`config.mk`:
```
export PLATFORM = sky130hd
export DESIGN_NAME = hazard_sched_flat
export DESIGN_NICKNAME = d
export VERILOG_FILES = /design/src/rtl/hazard_sched_if.sv /design/src/rtl/hazard_sched.sv /design/src/flat_wrapper.sv
export SDC_FILE = /design/constraint.sdc
export NUM_CORES = 1
export LEC_CHECK = 0
export BUFFER_PORTS_ARGS = -buffer_cell sky130_fd_sc_hd__clkbuf_2
export CORE_MARGIN = 3
export CORE_UTILIZATION = 48
export DETAILED_ROUTE_END_ITERATION = 8
export PLACE_DENSITY = 0.87
export SYNTH_ARGS = -nofsm -noshare
export SYNTH_HDL_FRONTEND = slang
export SYNTH_SLANG_ARGS = --single-unit
export TNS_END_PERCENT = 10
```
`constraint.sdc`:
```
create_clock -name i_clk -period 2.7 [get_ports i_clk]
set_input_delay 0.135 -clock i_clk [delete_from_list [all_inputs] [get_ports i_clk]]
set_output_delay 0.135 -clock i_clk [all_outputs]
set_load 0.05 [all_outputs]
```
`src/rtl/hazard_sched_if.sv`:
```
// rtl/hazard_sched_if.sv - pipeline hazard sequencer signal bundle (decoder side = master, sequencer = slave)
interface hazard_sched_if;
    logic [4:0]  id_rs1;
    logic [4:0]  id_rs2;
    logic        id_use_rs2;
    logic [4:0]  ex_rd;
    logic        ex_mem_read;
    logic        ex_mdu;
    logic        ex_redirect;
    logic [1:0]  ex_sys;
    logic        mdu_done;
    logic        resume;

    logic        pc_stall;
    logic        ifid_stall;
    logic        idex_bubble;
    logic        exmem_bubble;
    logic        ifid_flush;
    logic        idex_flush;
    logic        mdu_start;
    logic        halted;
    logic        mdu_timeout;
    logic [31:0] stall_cycles;

    modport master (
        output id_rs1, id_rs2, id_use_rs2, ex_rd, ex_mem_read, ex_mdu,
               ex_redirect, ex_sys, mdu_done, resume,
        input  pc_stall, ifid_stall, idex_bubble, exmem_bubble, ifid_flush,
               idex_flush, mdu_start, halted, mdu_timeout, stall_cycles
    );

    modport slave (
        input  id_rs1, id_rs2, id_use_rs2, ex_rd, ex_mem_read, ex_mdu,
               ex_redirect, ex_sys, mdu_done, resume,
        output pc_stall, ifid_stall, idex_bubble, exmem_bubble, ifid_flush,
               idex_flush, mdu_start, halted, mdu_timeout, stall_cycles
    );
endinterface

```
`src/rtl/hazard_sched.sv`:
```
// rtl/hazard_sched.sv - stall/bubble/flush sequencer for the 5-stage core; HAZARD_SCHED_PERF_EN enables the stall counter
module hazard_sched #(
    parameter int unsigned DRAIN_CYCLES = 3,
    parameter int unsigned MDU_TIMEOUT  = 64
) (
    input  logic          i_clk,
    input  logic          i_rst,
    hazard_sched_if.slave bus
);
    typedef enum logic [1:0] {S_RUN, S_MDU_WAIT, S_DRAIN, S_HALT} state_t;

    localparam logic [1:0] SYS_FENCE = 2'b01;

    state_t     r_state;
    logic [3:0] r_drain_cnt;
    logic [1:0] r_sys_kind;
    logic [9:0] r_tmo_cnt;
    logic       r_lu_seen;
    logic       r_mdu_start;
    logic       r_mdu_timeout;

    logic w_load_use;
    logic w_lu_stall;
    logic w_tmo_hit;
    logic w_pc_stall;
    logic w_ifid_stall;
    logic w_idex_bubble;
    logic w_exmem_bubble;
    logic w_ifid_flush;
    logic w_idex_flush;

    assign w_load_use = bus.ex_mem_read && (bus.ex_rd != 5'd0) &&
                        ((bus.ex_rd == bus.id_rs1) ||
                         (bus.id_use_rs2 && (bus.ex_rd == bus.id_rs2)));

    // Load-use only fires when nothing of higher priority is present; r_lu_seen
    // keeps a held pattern from stretching the stall past one cycle.
    assign w_lu_stall = (r_state == S_RUN) && !bus.ex_redirect &&
                        (bus.ex_sys == 2'b00) && !bus.ex_mdu &&
                        w_load_use && !r_lu_seen;

    assign w_tmo_hit = (r_tmo_cnt == 10'(MDU_TIMEOUT - 1));

    // Stall/bubble/flush decode from current state and EX/ID inputs, silenced during reset
    always_comb begin
        w_pc_stall     = 1'b0;
        w_ifid_stall   = 1'b0;
        w_idex_bubble  = 1'b0;
        w_exmem_bubble = 1'b0;
        w_ifid_flush   = 1'b0;
        w_idex_flush   = 1'b0;
        if (!i_rst) begin
            case (r_state)
                S_RUN: begin
                    if (bus.ex_redirect) begin
                        w_ifid_flush = 1'b1;
                        w_idex_flush = 1'b1;
                    end else if (bus.ex_sys != 2'b00) begin
                        w_pc_stall   = 1'b1;
                        w_ifid_flush = 1'b1;
                        w_idex_flush = 1'b1;
                    end else if (w_lu_stall) begin
                        w_pc_stall    = 1'b1;
                        w_ifid_stall  = 1'b1;
                        w_idex_bubble = 1'b1;
                    end
                end
                S_MDU_WAIT: begin
                    if (!bus.mdu_done && !w_tmo_hit) begin
                        w_pc_stall     = 1'b1;
                        w_ifid_stall   = 1'b1;
                        w_exmem_bubble = 1'b1;
                    end
                end
                S_DRAIN: begin
                    w_pc_stall   = 1'b1;
                    w_ifid_flush = 1'b1;
                end
                S_HALT: begin
                    w_pc_stall    = 1'b1;
                    w_ifid_stall  = 1'b1;
                    w_idex_bubble = 1'b1;
                end
                default: ;
            endcase
        end
    end

    // Sequencer state, drain/timeout counters and registered mdu_start / timeout flag
    always_ff @(posedge i_clk) begin
        if (i_rst) begin
            r_state       <= S_RUN;
            r_drain_cnt   <= 4'd0;
            r_sys_kind    <= 2'b00;
            r_tmo_cnt     <= 10'd0;
            r_lu_seen     <= 1'b0;
            r_mdu_start   <= 1'b0;
            r_mdu_timeout <= 1'b0;
        end else begin
            r_mdu_start <= 1'b0;
            r_lu_seen   <= w_lu_stall;
            case (r_state)
                S_RUN: begin
                    if (bus.ex_redirect) begin
                        r_state <= S_RUN;
                    end else if (bus.ex_sys != 2'b00) begin
                        r_drain_cnt <= 4'(DRAIN_CYCLES);
                        r_sys_kind  <= bus.ex_sys;
                        r_state     <= S_DRAIN;
                    end else if (bus.ex_mdu) begin
                        r_tmo_cnt   <= 10'd0;
                        r_mdu_start <= 1'b1;
                        r_state     <= S_MDU_WAIT;
                    end
                end
                S_MDU_WAIT: begin
                    if (bus.mdu_done) begin
                        r_state <= S_RUN;
                    end else if (w_tmo_hit) begin
                        r_mdu_timeout <= 1'b1;
                        r_state       <= S_RUN;
                    end else if (r_tmo_cnt != 10'h3FF) begin
                        r_tmo_cnt <= r_tmo_cnt + 10'd1;
                    end
                end
                S_DRAIN: begin
                    if (r_drain_cnt <= 4'd1) begin
                        r_state <= (r_sys_kind == SYS_FENCE) ? S_RUN : S_HALT;
                    end else begin
                        r_drain_cnt <= r_drain_cnt - 4'd1;
                    end
                end
                S_HALT: begin
                    if (bus.resume) begin
                        r_state <= S_RUN;
                    end
                end
                default: r_state <= S_RUN;
            endcase
        end
    end

`ifdef HAZARD_SCHED_PERF_EN
    logic [31:0] r_stall_cycles;

    // Saturating count of cycles in which the PC is held
    always_ff @(posedge i_clk) begin
        if (i_rst) begin
            r_stall_cycles <= 32'd0;
        end else if (w_pc_stall && (r_stall_cycles != 32'hFFFF_FFFF)) begin
            r_stall_cycles <= r_stall_cycles + 32'd1;
        end
    end

    assign bus.stall_cycles = r_stall_cycles;
`else
    assign bus.stall_cycles = 32'd0;
`endif

    assign bus.pc_stall     = w_pc_stall;
    assign bus.ifid_stall   = w_ifid_stall;
    assign bus.idex_bubble  = w_idex_bubble;
    assign bus.exmem_bubble = w_exmem_bubble;
    assign bus.ifid_flush   = w_ifid_flush;
    assign bus.idex_flush   = w_idex_flush;
    assign bus.mdu_start    = r_mdu_start;
    assign bus.halted       = (r_state == S_HALT);
    assign bus.mdu_timeout  = r_mdu_timeout;
endmodule

```
`src/flat_wrapper.sv`:
```
// flat-port wrapper written by rule: the top's interface ports become plain ports
module hazard_sched_flat 
#(
    parameter int unsigned DRAIN_CYCLES = 3,
    parameter int unsigned MDU_TIMEOUT  = 64
)
  (i_clk, i_rst, bus_id_rs1, bus_id_rs2, bus_id_use_rs2, bus_ex_rd, bus_ex_mem_read, bus_ex_mdu, bus_ex_redirect, bus_ex_sys, bus_mdu_done, bus_resume, bus_pc_stall, bus_ifid_stall, bus_idex_bubble, bus_exmem_bubble, bus_ifid_flush, bus_idex_flush, bus_mdu_start, bus_halted, bus_mdu_timeout, bus_stall_cycles);
  hazard_sched_if bus_i ();
  input  logic i_clk;
  input  logic i_rst;
  input wire logic [$bits(bus_i.id_rs1)-1:0] bus_id_rs1;
  input wire logic [$bits(bus_i.id_rs2)-1:0] bus_id_rs2;
  input wire logic [$bits(bus_i.id_use_rs2)-1:0] bus_id_use_rs2;
  input wire logic [$bits(bus_i.ex_rd)-1:0] bus_ex_rd;
  input wire logic [$bits(bus_i.ex_mem_read)-1:0] bus_ex_mem_read;
  input wire logic [$bits(bus_i.ex_mdu)-1:0] bus_ex_mdu;
  input wire logic [$bits(bus_i.ex_redirect)-1:0] bus_ex_redirect;
  input wire logic [$bits(bus_i.ex_sys)-1:0] bus_ex_sys;
  input wire logic [$bits(bus_i.mdu_done)-1:0] bus_mdu_done;
  input wire logic [$bits(bus_i.resume)-1:0] bus_resume;
  output wire logic [$bits(bus_i.pc_stall)-1:0] bus_pc_stall;
  output wire logic [$bits(bus_i.ifid_stall)-1:0] bus_ifid_stall;
  output wire logic [$bits(bus_i.idex_bubble)-1:0] bus_idex_bubble;
  output wire logic [$bits(bus_i.exmem_bubble)-1:0] bus_exmem_bubble;
  output wire logic [$bits(bus_i.ifid_flush)-1:0] bus_ifid_flush;
  output wire logic [$bits(bus_i.idex_flush)-1:0] bus_idex_flush;
  output wire logic [$bits(bus_i.mdu_start)-1:0] bus_mdu_start;
  output wire logic [$bits(bus_i.halted)-1:0] bus_halted;
  output wire logic [$bits(bus_i.mdu_timeout)-1:0] bus_mdu_timeout;
  output wire logic [$bits(bus_i.stall_cycles)-1:0] bus_stall_cycles;
  assign bus_i.id_rs1 = bus_id_rs1;
  assign bus_i.id_rs2 = bus_id_rs2;
  assign bus_i.id_use_rs2 = bus_id_use_rs2;
  assign bus_i.ex_rd = bus_ex_rd;
  assign bus_i.ex_mem_read = bus_ex_mem_read;
  assign bus_i.ex_mdu = bus_ex_mdu;
  assign bus_i.ex_redirect = bus_ex_redirect;
  assign bus_i.ex_sys = bus_ex_sys;
  assign bus_i.mdu_done = bus_mdu_done;
  assign bus_i.resume = bus_resume;
  assign bus_pc_stall = bus_i.pc_stall;
  assign bus_ifid_stall = bus_i.ifid_stall;
  assign bus_idex_bubble = bus_i.idex_bubble;
  assign bus_exmem_bubble = bus_i.exmem_bubble;
  assign bus_ifid_flush = bus_i.ifid_flush;
  assign bus_idex_flush = bus_i.idex_flush;
  assign bus_mdu_start = bus_i.mdu_start;
  assign bus_halted = bus_i.halted;
  assign bus_mdu_timeout = bus_i.mdu_timeout;
  assign bus_stall_cycles = bus_i.stall_cycles;
  hazard_sched #(.DRAIN_CYCLES(DRAIN_CYCLES), .MDU_TIMEOUT(MDU_TIMEOUT)) u_core (.i_clk(i_clk), .i_rst(i_rst), .bus(bus_i));
endmodule
```
==> results.txt, run 1 <==
final period utilization = 0.9295
antenna viol nets, final = 0
nets@finish = 270
die area = 0.004155 mm^2
Worst Slack Setup Final = 0.1902 ns
Final Hold Fails = 0
Syn Area/Cell = 8.120 um^2
number of diodes = 0
top-count cell post-synth = buf_4
Area Overhead vs Synth = 8.848%
Worst setup SP type = flop
arrival time at the worst endpoint = 2.37 ns
largest net degree at the start of global routing = 21
GPL Wtd Cong = 0.9059
Hold Path Class = in2reg
GRT Residual Overflow = 0
Die W = 64.46 um
Pins Over Slew Limit = 0
setup TNS = 0 ns
post-detail-place hpwl = 2.611 mm
Pwr Density = 502.5 mW/mm^2
CP Capture Type = output pin
initial core utilization = 0.5202
leakage power = 0.0007538 uW
GR Util All Layers = 0.1634
core area = 0.003153 mm^2
Tmin final = 2.510 ns
FFs w/ async S/R, synth = 0
final cell count without fillers = 280
Post-synth top cells = 32 x buf_4, 21 x dfxtp_1, 17 x nor2_1
status = complete, no violations
slowest stage cell, crit path = dfxtp_1
achievable clock frequency = 0.3984 GHz
initial antenna violation count = 0
CTS tree = built
Die H = 64.46 um
Yosys cell types = 47
Seq/Total Area, Yosys = 0.2563
DR pass1 iterations = 4
clk sinks = 21
Place WS = 0.2639 ns
Post-Place Cells = 276
Synth Instances = 202
WL/cell = 11.66 um
Worst Tran Pin Value = 0.6161 ns
row cnt = 20
Ys Warns = 0
Netlist Area Pre-Place = 0.001640 mm^2
postcts setup bufs = 0
Critical Path Max Stage Delay = 0.36 ns
top cell type's share of synthesized area = 0.2563
largest cells by area after synthesis = dfxtp_1 26%, buf_4 15%, xnor2_1 7.5%
Cell Chain, Critical Path = inv_1, ha_1, nor2b_1, nor4b_4, o2111ai_2, a311oi_2, clkbuf_4
Clk Latency, worst-skew pair = 0.31 ns
synthesis-stage register bit count = 21
H-tree depth = 1
Worst slew margin = 0.5835
first-pass GRT wire length = 5.478 mm
Worst EP required = 2.57 ns
Worst Skew = 0.006220 ns
Clock Pin Slew Worst Setup and Hold Paths = 0.12 ns
CP max FO = 4
Root Buffer = clkbuf_4
routed vias = 1399
vias in the first global route = 1299
# Max-Cap Violations = 0
clock buffer depth = 2
final setup fails = 0
worst vdd ir = 0.3419 mV
predominant post-synthesis flop cell = dfxtp_1
DRC = 0
EDFF count, synth = 0
Via density = 4.996
post-detailed-routing wire length = 3.265 mm
worst setup path class = reg2out
Num CTS Buffers = 3
layout cell share with drive strength beyond 1 = 0.2119
first-iteration detailed-routing DRC count = 46
PortBufs = 33
leading area contributor after synthesis = dfxtp_1
I/O pins = 66
-- state kept, by name, indices dropped and copies added, names as in the netlist --
register	count
u_core.r_tmo_cnt	10
u_core.r_drain_cnt	4
u_core.r_state	2
u_core.r_sys_kind	2
u_core.bus.mdu_start	1
u_core.bus.mdu_timeout	1
u_core.r_lu_seen	1
-- timing repair --
action,in CTS,in global routing
endpoints found under the setup margin,3,3
cloned,0,0
gates resized for setup,1,6
hold buffers,0,0
-- report_power, final --
| group | internal (uW) | switching [uW] | total [uW] |
|---|---|---|---|
| Sequential | 330 | 16.5 | 346 |
| Combinational | 115 | 278 | 393 |
| Clock | 55.5 | 102 | 158 |
| Total | 500 | 397 | 897 |
-- critical path, delay by kind of cell, from the launching register on --
kind	cells	cell delay, ns
AO/OA/AOI/OAI	2	0.55
buffers and inverters	2	0.40
flip-flops	1	0.36
adder cells (fa/ha/maj)	1	0.18
AND/OR/NAND/NOR	2	0.56
-- cells by family (layout without fill, tap and decap cells) --
logic type,after synthesis,count (layout),share of synthesized area
muxes,3,3,0.01983
buffers and inverters,52,55,0.1976
DFF,21,21,0.2563
and+or+nand+nor,69,69,0.2266
adders and majority gates,8,8,0.06102
AOI/OAI and AO/OA,32,32,0.1510
xor gates and xnor gates,16,16,0.08543
other,1,32,0.002286
-- final timing paths --
check / slack, ns / endpoint / start / cells after the start
worst max register to register: 0.59 / u_core.r_tmo_cnt[8]$_SDFFE_PP0P_ / u_core.r_state[0]$_SDFFE_PP0P_ / 8
worst max-delay path: 0.19 / bus_pc_stall / u_core.r_state[0]$_SDFFE_PP0P_ / 7
worst min-delay path: 0.15 / u_core.bus.mdu_timeout$_SDFFE_PP0P_ / bus_mdu_done / 4
worst min register to register: 0.48 / u_core.r_sys_kind[0]$_SDFFE_PP0P_ / u_core.r_sys_kind[0]$_SDFFE_PP0P_ / 2
-- through the flow --
stage          power (uW)  utilization  cell area [um^2]  hold WS [ns]
6_report            897.1       0.5663              1785        0.1469
2_1_floorplan       694.2            -              1763        0.2936
5_1_grt             960.0       0.5663              1785        0.1588
3_3_place_gp        730.2       0.5500              1734        0.4469
4_1_cts             897.8       0.5607              1768        0.1180
3_5_place_dp        736.3       0.5500              1734        0.4550
-- final cells by class --
cell class                      count  area, um^2
Clock buffer                        3       22.52
Tap cell                           44       55.05
Clock inverter                      1       5.005
Timing Repair Buffer               35       182.7
Sequential cell                    21       420.4
Multi-Input combinational cell    160        1040
Inverter                           16       60.06
Fill cell                         304        1368
-- layer usage --
layer	vias to the layer above	wire (um)	track usage	part of all wire
met5	-	0	0	0
li1	709	-	-	-
met1	617	1441	0.2017	0.44
met4	0	108	0.09499	0.033
met3	11	263	0.02773	0.081
met2	62	1451	0.2668	0.44
-- cells in the final DEF (no fill, tap or decap), types with 5 or more instances in the layout --
cell type  instances
ha_1               8
xnor2_1           14
nand2_1           11
conb_1            32
inv_1             16
nand3_1            7
nor2_1            17
dfxtp_1           21
nor2b_1            5
clkbuf_2          30
nor3_1             7
nor4_1             6
a21oi_1            7
Power figures use the tool's default switching activity.
==> run 2, diff against run 1 <==
--- a/config.mk
+++ b/config.mk
@@ -9,7 +9,7 @@
 export CORE_MARGIN = 3
 export CORE_UTILIZATION = 48
 export DETAILED_ROUTE_END_ITERATION = 8
-export PLACE_DENSITY = 0.87
+export PLACE_DENSITY = 0.79
 export SYNTH_ARGS = -nofsm -noshare
 export SYNTH_HDL_FRONTEND = slang
 export SYNTH_SLANG_ARGS = --single-unit
==> run 2 against run 1 <==
  * Worst setup slack gained 0.058 ns
  * Register-to-register slack gained 0.03 ns
  * Cell area shrank 0.21%
  * Non-clock buffer count is the same
  * Combinational power shrank 2%
  * Highest routed layer unchanged
==> results.txt, run 2 (synthesis results as in run 1) <==
achievable clock frequency = 0.4078 GHz (was 0.3984 GHz)
CP Capture Type = output pin (unchanged)
Pwr Density = 492.8 mW/mm^2 (was 502.5 mW/mm^2)
GRT Residual Overflow = 0 (unchanged)
first-pass GRT wire length = 5.009 mm (was 5.478 mm)
most common cell after layout, fill and taps aside = clkbuf_2 (was conb_1)
fraction of power consumed by sequential logic = 0.396 (was 0.386)
Worst setup SP type = flop (unchanged)
nets@finish = 270 (unchanged)
routed vias = 1373 (was 1399)
Num CTS Buffers = 3 (unchanged)
clk sinks = 21 (unchanged)
Worst EP required = 2.57 ns (about the same)
Clock Pin Slew Worst Setup and Hold Paths = 0.11 ns (was 0.12 ns)
Switch Pwr = 377.9 uW (was 396.8 uW)
Sw Share = 0.4305 (was 0.4423)
Clk pwr share = 0.164 (was 0.176)
Worst Tran Pin Value = 0.6439 ns (was 0.6161 ns)
Root Buffer = clkbuf_4 (unchanged)
GPL Wtd Cong = 0.8444 (was 0.9059)
first-iteration detailed-routing DRC count = 25 (was 46)
Tmin final = 2.452 ns (was 2.510 ns)
arrival time at the worst endpoint = 2.32 ns (was 2.37 ns)
CTS tree = built (unchanged)
clock buffer depth = 2 (unchanged)
final setup fails = 0 (unchanged)
layout cell share with drive strength beyond 1 = 0.2076 (was 0.2119)
Final Core Density = 0.5651 (was 0.5663)
met2 Track Usage GR = 0.2461 (was 0.2668)
die area = 0.004155 mm^2 (unchanged)
row cnt = 20 (unchanged)
postcts setup bufs = 0 (unchanged)
vias in the first global route = 1155 (was 1299)
initial core utilization = 0.5202 (unchanged)
Clk Latency, worst-skew pair = 0.29 ns (was 0.31 ns)
r2r setup slk = 0.62 ns (was 0.59 ns)
largest net degree at the start of global routing = 21 (unchanged)
GRT Max-Usage Layer = met2 (unchanged)
PortBufs = 33 (unchanged)
Worst slew margin = 0.5647 (was 0.5835)
met1 Track Usage GR = 0.1944 (was 0.2017)
H-tree depth = 1 (unchanged)
antenna viol nets, final = 0 (unchanged)
worst vdd ir = 0.2857 mV (was 0.3419 mV)
internal power = 500.0 uW (was 500.3 uW)
Post-Place Cells = 276 (unchanged)
post-detail-place hpwl = 2.581 mm (was 2.611 mm)
DRC = 0 (unchanged)
setup TNS = 0 ns (unchanged)
Fillers = 310 (was 304)
Die H = 64.46 um (unchanged)
core area = 0.003153 mm^2 (unchanged)
FF-to-FF End = u_core.r_tmo_cnt[5]$_SDFFE_PP0P_ (was u_core.r_tmo_cnt[8]$_SDFFE_PP0P_)
Worst Slack Setup Final = 0.2480 ns (was 0.1902 ns)
final period utilization = 0.9082 (was 0.9295)
met3 usage = 0.02080 (was 0.02773)
Tot Pwr = 878.0 uW (was 897.1 uW)
worst setup path class = reg2out (unchanged)
leakage power = 0.0007489 uW (was 0.0007538 uW)
RSZ-0062 raised after global routing = no
r2r startpoint = u_core.r_state[0]$_SDFFE_PP0P_ (unchanged)
largest reg by FF count = u_core.r_tmo_cnt (unchanged)
hold wc startpoint = bus_mdu_done (unchanged)
commonest non-fill, non-tap cells in the layout = 33 x clkbuf_2, 32 x conb_1, 21 x dfxtp_1, 17 x nor2_1, 16 x inv_1 (was 32 x conb_1, 30 x clkbuf_2, 21 x dfxtp_1, 17 x nor2_1, 16 x inv_1)
GR Util All Layers = 0.1471 (was 0.1634)
Pins Over Slew Limit = 0 (unchanged)
Place WS = 0.3034 ns (was 0.2639 ns)
Worst Skew = 0.006512 ns (was 0.006220 ns)
# Max-Cap Violations = 0 (unchanged)
Worst Hold End = u_core.bus.mdu_timeout$_SDFFE_PP0P_ (unchanged)
number of diodes = 0 (unchanged)
WL/cell = 11.31 um (was 11.66 um)
Hold Buf Count CTS = 0 (unchanged)
Via density = 4.904 (was 4.996)
Largest regs = u_core.r_tmo_cnt: 10 flops, u_core.r_drain_cnt: 4 flops (unchanged)
hold depth = 4 (unchanged)
combinational share of power = 0.440 (was 0.438)
CP max FO = 4 (unchanged)
status = complete, no violations (unchanged)
Hold Path Class = in2reg (unchanged)
Reg2Reg Depth = 8 (unchanged)
Final Hold Fails = 0 (unchanged)
I/O pins = 66 (unchanged)
final cell count without fillers = 280 (unchanged)
Area Overhead vs Synth = 8.619% (was 8.848%)
Die W = 64.46 um (unchanged)
post-detailed-routing wire length = 3.166 mm (was 3.265 mm)
max reg flops = 10 (unchanged)
initial antenna violation count = 0 (unchanged)
DR pass1 iterations = 4 (unchanged)
## run 2: changes by cell type in the layout (fill, tap and decap cells not counted)
| cell | before | now |
|---|---|---|
| buf_2 | 2 | 0 |
| clkbuf_1 | 0 | 1 |
| clkbuf_2 | 30 | 33 |
| clkbuf_4 | 4 | 3 |
| clkinv_2 | 1 | 0 |
## run 2: area by class of cell
type | instances | area, um^2 | area share
tap | 44 | 55.05 | 0.03090
multi-input combinational | 160 | 1040 | 0.5836
timing repair buffer | 35 | 180.2 | 0.1011
clock buffer | 4 | 26.28 | 0.01475
sequential | 21 | 420.4 | 0.2360
inverter | 16 | 60.06 | 0.03371
## run 2: worst max-delay path by stage
| stage | cells after the start | slack, ns | startpoint | endpoint |
|---|---|---|---|---|
| CTS | 7 | 0.15 | u_core.r_state[1]$_SDFFE_PP0P_ | bus_idex_bubble |
| finish | 7 | 0.25 | u_core.r_state[0]$_SDFFE_PP0P_ | bus_idex_bubble |
| detailed placement | 7 | 0.30 | u_core.r_state[1]$_SDFFE_PP0P_ | bus_idex_bubble |
| global route | 7 | 0.09 | u_core.r_state[0]$_SDFFE_PP0P_ | bus_idex_bubble |
| floorplan | 7 | -0.22 | u_core.r_state[0]$_SDFFE_PP0P_ | bus_idex_bubble |
| global placement | 7 | 0.52 | u_core.r_state[0]$_SDFFE_PP0P_ | bus_idex_bubble |
## run 2: stage by stage
stage               instance area, um^2  hold WS (ns)
global route                       1782        0.1786
CTS                                1767        0.1511
global placement                   1734        0.4523
floorplan                          1763        0.2936
detailed placement                 1734        0.4604
finish                             1782        0.1735
## run 2: power by group through the flow
stage / clock network [uW] / logic, uW / registers [uW]
final: 144 / 387 / 348
after floorplan: 0 / 343 / 351
after CTS: 151 / 383 / 347
after detailed placement: 0 / 381 / 354
after global routing: 166 / 423 / 349
after global placement: 0 / 377 / 353
## run 2: repair_timing
action	CTS	global route
resized for setup	1	2
hold endpoints to repair	0	0
setup endpoints to repair	2	3
## run 2: worst max-delay path, cell delays in order, from the launching register on
cell and delay, ns:
dfxtp_1 0.36, inv_1 0.11, ha_1 0.17, nor2b_1 0.22, nor4b_4 0.30, o2111ai_2 0.25
a211oi_1 0.30, clkbuf_2 0.32
## run 2: layer usage
metal	share of wire	routed length, um
met1	0.47	1478
met2	0.45	1437
met3	0.072	229
met4	0.0066	21
met5	0	0
